## config.mk

```make
export PLATFORM = sky130hd
export DESIGN_NAME = stopwatch_timer
export DESIGN_NICKNAME = d
export VERILOG_FILES = /design/src/rtl/stopwatch_timer.sv
export SDC_FILE = /design/constraint.sdc
export NUM_CORES = 1
export LEC_CHECK = 0
export ABC_AREA = 1
export ABC_CLOCK_PERIOD_IN_PS = 1810
export BUFFER_PORTS_ARGS = -buffer_cell sky130_fd_sc_hd__buf_4
export CELL_PAD_IN_SITES_DETAIL_PLACEMENT = 1
export CELL_PAD_IN_SITES_GLOBAL_PLACEMENT = 1
export CORE_MARGIN = 3
export CORE_UTILIZATION = 36
export DETAILED_ROUTE_END_ITERATION = 10
export GPL_ROUTABILITY_DRIVEN = 0
export HOLD_SLACK_MARGIN = 0.06
export PLACE_DENSITY_LB_ADDON = 0.15
export SETUP_SLACK_MARGIN = 0.4
export SYNTH_ARGS = -nofsm -noshare
export SYNTH_HDL_FRONTEND = slang
export SYNTH_SLANG_ARGS = --single-unit
export TNS_END_PERCENT = 50
```

## constraint.sdc

```tcl
create_clock -name clk -period 1.81 [get_ports clk]
set_clock_uncertainty 0.15 [all_clocks]
set_input_delay 0.362 -clock clk [delete_from_list [all_inputs] [get_ports clk]]
set_output_delay 0.362 -clock clk [all_outputs]
set_load 0.01 [all_outputs]
```

## src/rtl/stopwatch_timer.sv

```systemverilog
// MM:SS BCD stopwatch/countdown with up/down counting, per-field adjust, toggle pause
// and one-cycle terminal-count (done) / rollover (wrap) strobes.
module stopwatch_timer #(
  parameter int MIN_TOP = 59,
  parameter int SEC_TOP = 59
) (
  input  logic       clk,
  input  logic       rst,
  input  logic       tick,
  input  logic       adj_tick,
  input  logic       adj,
  input  logic       sel,
  input  logic       pse,
  input  logic       dir,
  output logic [3:0] sec_one,
  output logic [3:0] sec_ten,
  output logic [3:0] min_one,
  output logic [3:0] min_ten,
  output logic       paused,
  output logic       done,
  output logic       wrap
);

  localparam logic [3:0] SEC_TOP_TEN = 4'(SEC_TOP / 10);
  localparam logic [3:0] SEC_TOP_ONE = 4'(SEC_TOP % 10);
  localparam logic [3:0] MIN_TOP_TEN = 4'(MIN_TOP / 10);
  localparam logic [3:0] MIN_TOP_ONE = 4'(MIN_TOP % 10);

  // Result packing: {carry/borrow, ten, one}
  function automatic logic [8:0] bcd_inc(input logic [3:0] ten, input logic [3:0] one,
                                         input logic [3:0] top_ten, input logic [3:0] top_one);
    if ((ten > top_ten) || ((ten == top_ten) && (one >= top_one)))
      return 9'h100;
    else if (one == 4'd9)
      return {1'b0, ten + 4'd1, 4'd0};
    else
      return {1'b0, ten, one + 4'd1};
  endfunction

  function automatic logic [8:0] bcd_dec(input logic [3:0] ten, input logic [3:0] one,
                                         input logic [3:0] top_ten, input logic [3:0] top_one);
    if ((ten == 4'd0) && (one == 4'd0))
      return {1'b1, top_ten, top_one};
    else if (one == 4'd0)
      return {1'b0, ten - 4'd1, 4'd9};
    else
      return {1'b0, ten, one - 4'd1};
  endfunction

  logic       pse_q;
  logic [8:0] sec_inc, sec_dec, min_inc, min_dec;
  logic [3:0] nxt_sec_one, nxt_sec_ten, nxt_min_one, nxt_min_ten;
  logic       nxt_paused, nxt_done, nxt_wrap;
  logic       at_zero;

  assign sec_inc = bcd_inc(sec_ten, sec_one, SEC_TOP_TEN, SEC_TOP_ONE);
  assign sec_dec = bcd_dec(sec_ten, sec_one, SEC_TOP_TEN, SEC_TOP_ONE);
  assign min_inc = bcd_inc(min_ten, min_one, MIN_TOP_TEN, MIN_TOP_ONE);
  assign min_dec = bcd_dec(min_ten, min_one, MIN_TOP_TEN, MIN_TOP_ONE);
  assign at_zero = ({min_ten, min_one, sec_ten, sec_one} == 16'h0000);

  always_comb begin
    nxt_sec_one = sec_one;
    nxt_sec_ten = sec_ten;
    nxt_min_one = min_one;
    nxt_min_ten = min_ten;
    nxt_done    = 1'b0;
    nxt_wrap    = 1'b0;
    // Count uses the registered paused value, so an edge in the same cycle doesn't affect it
    nxt_paused  = paused ^ (pse & ~pse_q);

    if (adj) begin
      if (adj_tick) begin
        if (sel) {nxt_sec_ten, nxt_sec_one} = sec_inc[7:0];
        else     {nxt_min_ten, nxt_min_one} = min_inc[7:0];
      end
    end else if (tick && !paused) begin
      if (!dir) begin
        {nxt_sec_ten, nxt_sec_one} = sec_inc[7:0];
        if (sec_inc[8]) begin
          {nxt_min_ten, nxt_min_one} = min_inc[7:0];
          nxt_wrap = min_inc[8];
        end
      end else if (!at_zero) begin
        {nxt_sec_ten, nxt_sec_one} = sec_dec[7:0];
        if (sec_dec[8]) {nxt_min_ten, nxt_min_one} = min_dec[7:0];
        nxt_done = ({nxt_min_ten, nxt_min_one, nxt_sec_ten, nxt_sec_one} == 16'h0000);
      end
    end
  end

  always_ff @(posedge clk or posedge rst) begin
    if (rst) begin
      sec_one <= 4'd0;
      sec_ten <= 4'd0;
      min_one <= 4'd0;
      min_ten <= 4'd0;
      paused  <= 1'b0;
      done    <= 1'b0;
      wrap    <= 1'b0;
      pse_q   <= 1'b0;
    end else begin
      sec_one <= nxt_sec_one;
      sec_ten <= nxt_sec_ten;
      min_one <= nxt_min_one;
      min_ten <= nxt_min_ten;
      paused  <= nxt_paused;
      done    <= nxt_done;
      wrap    <= nxt_wrap;
      pse_q   <= pse;
    end
  end

endmodule

```

# [Yosys cells after proc, flatten, opt, wreduce, memory -nomap -nowiden]
# Cells that the tools add are included.
[word_totals] regBits=20 input_bits=8
[op_classes] eq_ne=8 n_reduce_logical=18 n_lt_le_gt_ge=4 muxes=52 add_sub_neg=8 n_bitwise=3
[ops] op="two-way mux 4 bit" count=36
[ops] op="two-way mux 8 bit" count=5
[ops] op="zero test 16 bit" count=2
[ops] op="two-way mux 9 bit" count=3
[ops] op="adder 4 x 1 -> 4 bit, second input constant" count=4
[ops] op="zero test 4 bit" count=4
[ops] op="subtractor 4 x 1 -> 4 bit, second input constant" count=4
[ops] op="equality test 4 x 3 -> 1 bit, second input constant" count=2
[ops] op="equality test 4 bit, second input constant" count=2
[ops] op="greater-or-equal comparator 4 bit, second input constant" count=2
[ops] op="> comparator 4 x 3 -> 1 bit, second input constant" count=2
[ops] op="two-way mux 1 bit" count=8
[ops] op="logical AND 1 bit" count=5
[ops] op="AND reduction 5 bit" count=1
[ops] op="!= test 2 bit, second input constant" count=2
[ops] op="AND reduction 4 bit" count=1
[ops] op="!= test 3 bit, second input constant" count=1
[ops] op="nonzero test 3 bit" count=1
[ops] op="logical OR 1 bit" count=2
[ops] op="!= test 2 x 1 -> 1 bit, second input constant" count=1
[ops] op="nonzero test 2 bit" count=1
[ops] op="bitwise AND 1 bit" count=1
[ops] op="zero test 1 bit" count=1
[ops] op="inverter 1 bit" count=1
[ops] op="bitwise XOR 1 bit" count=1

# [Logic depth before layout (Yosys ltp)]
[depth] word_depth=13 mapped_depth=12

# [Worst setup path after synthesis]
# No wires, ideal clock.
[synth_timing] kind="reg2reg" startpoint="register sec_ten[0]" endpoint="register min_ten[3]" synth_period_minus_slack_ps=1891 path_buffers=0 setup_time_ps=117 slack_ps=-81 arrival_time_ps=1624 stages_incl_launch_ff=13 cell_sequence="dfrtp_1 > inv_1 > ha_1 > inv_1 > nand2_1 > o21ai_0 > inv_1 > o21ai_4 > o21bai_1 > nor2_2 > inv_1 > nand2_1 > nand2_1"
[synth_via] elab_chain_cells=12 elab_cells_between_ends=21 classes_between="1 x order compare; 2 x eq/ne; 11 x mux; 7 x reduce/logical"
[synth_lines] item="start, declared" line_no="16" source="output logic [3:0] sec_ten,"
[synth_lines] item="start signal, assigned" line_no="104" source="sec_ten <= nxt_sec_ten;"
[synth_lines] item="zero test 4 bit" line_no="42" source="if ((ten == 4'd0) && (one == 4'd0))"
[synth_lines] item="logical AND 1 bit" line_no="42"
[synth_lines] item="two-way mux 9 bit" line_no="42"
[synth_lines] item="two-way mux 4 bit" line_no="86" source="if (sec_dec[8]) {nxt_min_ten, nxt_min_one} = min_dec[7:0];"
[synth_lines] item="two-way mux 4 bit" line_no="84" source="end else if (!at_zero) begin"
[synth_lines] item="two-way mux 4 bit" line_no="78" source="if (!dir) begin"
[synth_lines] item="two-way mux 4 bit" line_no="77" source="end else if (tick && !paused) begin"
[synth_lines] item="two-way mux 4 bit" line_no="72" source="if (adj) begin"
[synth_lines] item="two-way mux 4 bit" line_no="84"
[synth_lines] item="two-way mux 4 bit" line_no="78"
[synth_lines] item="two-way mux 4 bit" line_no="77"
[synth_lines] item="two-way mux 4 bit" line_no="72"
[synth_lines] item="end signal, assigned" line_no="106" source="min_ten <= nxt_min_ten;"
[synth_lines] item="end, declared" line_no="18" source="output logic [3:0] min_ten,"
# Several ways; a longest one is shown, not always the timed one. The select of a mux whose other input is x is not followed.
# A chain may end at the register's enable or synchronous reset.

# [Worst setup path after layout]
[layout_timing] startpoint="register sec_ten[0]" endpoint="register min_one[2]"
[layout_via] elab_chain_cells=12 elab_cells_between_ends=21 classes_between="1 x order compare; 2 x eq/ne; 11 x mux; 7 x reduce/logical"
[layout_lines] item="zero test 4 bit" line_no="42"
[layout_lines] item="logical AND 1 bit" line_no="42"
[layout_lines] item="two-way mux 9 bit" line_no="42"
[layout_lines] item="two-way mux 4 bit" line_no="86"
[layout_lines] item="two-way mux 4 bit" line_no="84"
[layout_lines] item="two-way mux 4 bit" line_no="78"
[layout_lines] item="two-way mux 4 bit" line_no="77"
[layout_lines] item="two-way mux 4 bit" line_no="72"
[layout_lines] item="two-way mux 4 bit" line_no="84"
[layout_lines] item="two-way mux 4 bit" line_no="78"
[layout_lines] item="two-way mux 4 bit" line_no="77"
[layout_lines] item="two-way mux 4 bit" line_no="72"
[layout_lines] item="end signal, assigned" line_no="105" source="min_one <= nxt_min_one;"
[layout_lines] item="end, declared" line_no="17" source="output logic [3:0] min_one,"
# Several ways; a longest one is shown, not always the timed one. The select of a mux whose other input is x is not followed.

==> flow_summary.ini <==
[status]
status = finished with violations
violations = setup timing

[global_route]
use_met2 = 0.373
use_met3 = 0.0282
grt.total_usage = 0.222
grt_overflow = 0
grt_max_degree = 21
antenna_found_initial = 0
grt-busiest-layer = met2
use_met1 = 0.291
grt_pass1_vias = 2115
grt_first_pass_wirelength_um = 10500

[clock_tree]
clkTransAtPathRegs_ps = 90
htree_levels = 1
cts.path.max_buffers = 2
cts_buffers = 3
clkSinkCount = 20
clock_latency_ps = 280
cts_tree = done
cts_root_buf = clkbuf_8

[routing]
drt_pass1_iterations = 4
vias = 2028
ant_nets = 0
drt_iter0_markers = 89
wl_um = 6410
viasPerCell = 4.96
wl_per_cell_um = 15.7
drc = 0

[floorplanning]
core_um2 = 4790
die_h_um = 77.0
start_util = 0.379
die_w_um = 77.0
die_area_um2 = 5920
io_pins = 27
fp-row-count = 25

[power_and_ir_drop]
pwr_density_cell_nw_per_um2 = 1830
vdd_drop_max_uv = 810
leakagePower_nw = 1.37
p_total_w = 0.00491

[layout]
drive_above_1_share = 0.444
regArea_um2 = 510
nets = 357
antennaDiodeCount = 0
multi_input_area_um2 = 1310
fin_util = 0.562
design_area_um2 = 2690
nFillCells = 624
final_common_cell = nand2_1
stdcell_count = 409
final_cell_mix = nand2_1, buf_4, inv_1
area_delta_synth_final_pct = 48.2

[worst_setup_path]
cp-startpoint = sec_ten[0]
r2r_end = min_one[2]
worstPathMaxFanout = 6
rr_worst_depth = 12
r2r_start = sec_ten[0]
required_ps = 1880
ff2ff_setup_slack_ps = -9
cp.arrival_ps = 1890
end_kind = register
worstSetupPathType = reg -> reg
worstSetupStartpointType = register
cp-endpoint = min_one[2]

[min_path]
hold_start = dir
hp-class = in -> reg

[timing]
rsz0062_at_grt = true
slew_viol_final = 0
setup_slack_ps = -9.09
min_period_ps = 1820
setup-violations-final = 2
hold_viol_final = 0
post-route-period-util = 1.01
fmax_ghz = 0.550
maxSlewHeadroom = 0.709
max_slew.worst_pin.slew_ps = 436
fin_hold_ws_ps = 275

[yosys]
ys_seq_area_frac = 0.276
syn_nets = 291
synth-seq-cells = 20
avgSynthCellArea_um2 = 6.55
yosysUniqueCellTypes = 35
netlist_area_um2 = 1810
ys_warn_count = 0
synth_cells = 277

[placed_design]
port_buffers = 26
dpl_cell_area_um2 = 2290
dp_hpwl_um = 4450
placedCellCount = 389

[job]
maxCapViolCount = 0
==> routing by layer <==
layer,part of all wire,routed length [um]
met1,0.46,2960
met3,0.030,195
met5,0,0
met2,0.50,3190
met4,0.0092,59
==> flip-flops by register name (all words and copies together) (netlist names) <==
register,flops
sec_ten,4
min_one,4
wrap,1
min_ten,4
pse_q,1
sec_one,4
done,1
paused,1
==> timing repair <==
item,4_1_cts,5_1_grt
hold buffers,2,0
gates resized for setup,31,39
pin swaps,11,24
hold endpoints to repair,21,0
setup buffers,8,6
endpoints found under the setup margin,33,34
==> power by group <==
part	switching, W	total, W	internal, W
Combinational	0.00208	0.00366	0.00159
Sequential	0.000241	0.000866	0.000625
Clock	0.000186	0.000381	0.000195
==> cells by family (layout without fill, tap and decap cells) <==
family	Yosys count	after routing	share of synthesized area
adder cells (fa/ha/maj)	6	6	0.0414
buffers and inverters	43	108	0.0994
XOR/XNOR	6	6	0.0290
AND/OR/NAND/NOR	168	168	0.435
AO/OA/AOI/OAI	34	34	0.119
flip-flops	20	20	0.276
==> layout make-up <==
class | instances | area share
multi-input cells | 214 | 0.489
repair buffers | 65 | 0.206
flip-flops and latches | 20 | 0.190
inverters | 39 | 0.0638
well taps | 67 | 0.0312
clock buffers | 4 | 0.0205
==> Yosys cell counts (all sizes together) <==
cell    instances  area [um2]
o21ai          25         155
xor2            5        43.8
inv            38         145
nand4           3        25.0
nor2           33         175
and2            1        6.26
dfrtp          20         500
o211ai          1        7.51
nand3          22         115
a21oi           7        46.3
clkinv          1        5.00
ha              6        75.1
nor3            4        25.0
o21bai          1        7.51
clkbuf          1        3.75
nand2         101         414
buf             3        26.3
or2             2        12.5
xnor2           1        8.76
nand3b          2        15.0
==> through the flow <==
stage	TNS [ps]	worst slack, ps
after floorplan	0	90.8
after global placement	0	47.3
after detailed placement	-23.2	-23.2
after CTS	0	37.3
after global routing	-1450	-137
final	-11.0	-9.09
==> worst max-delay path, cell delays in order, from the launching register on <==
cell,delay (ps)
dfrtp_2,420
inv_4,50
ha_4,170
inv_2,50
nand2_2,70
o21ai_2,150
inv_2,50
o21ai_4,80
o21bai_1,90
nor2_2,180
buf_4,180
nand3_1,80
nand2_1,60
==> worst min-delay path by stage <==
stage,slack [ps],endpoint,cells past startpoint
after floorplan,180,done,1
after global placement,280,sec_one[0],3
after detailed placement,290,sec_one[0],3
after CTS,280,wrap,4
after global routing,300,wrap,4
final,270,wrap,4
No activity file was read; power rests on OpenSTA's default activity.
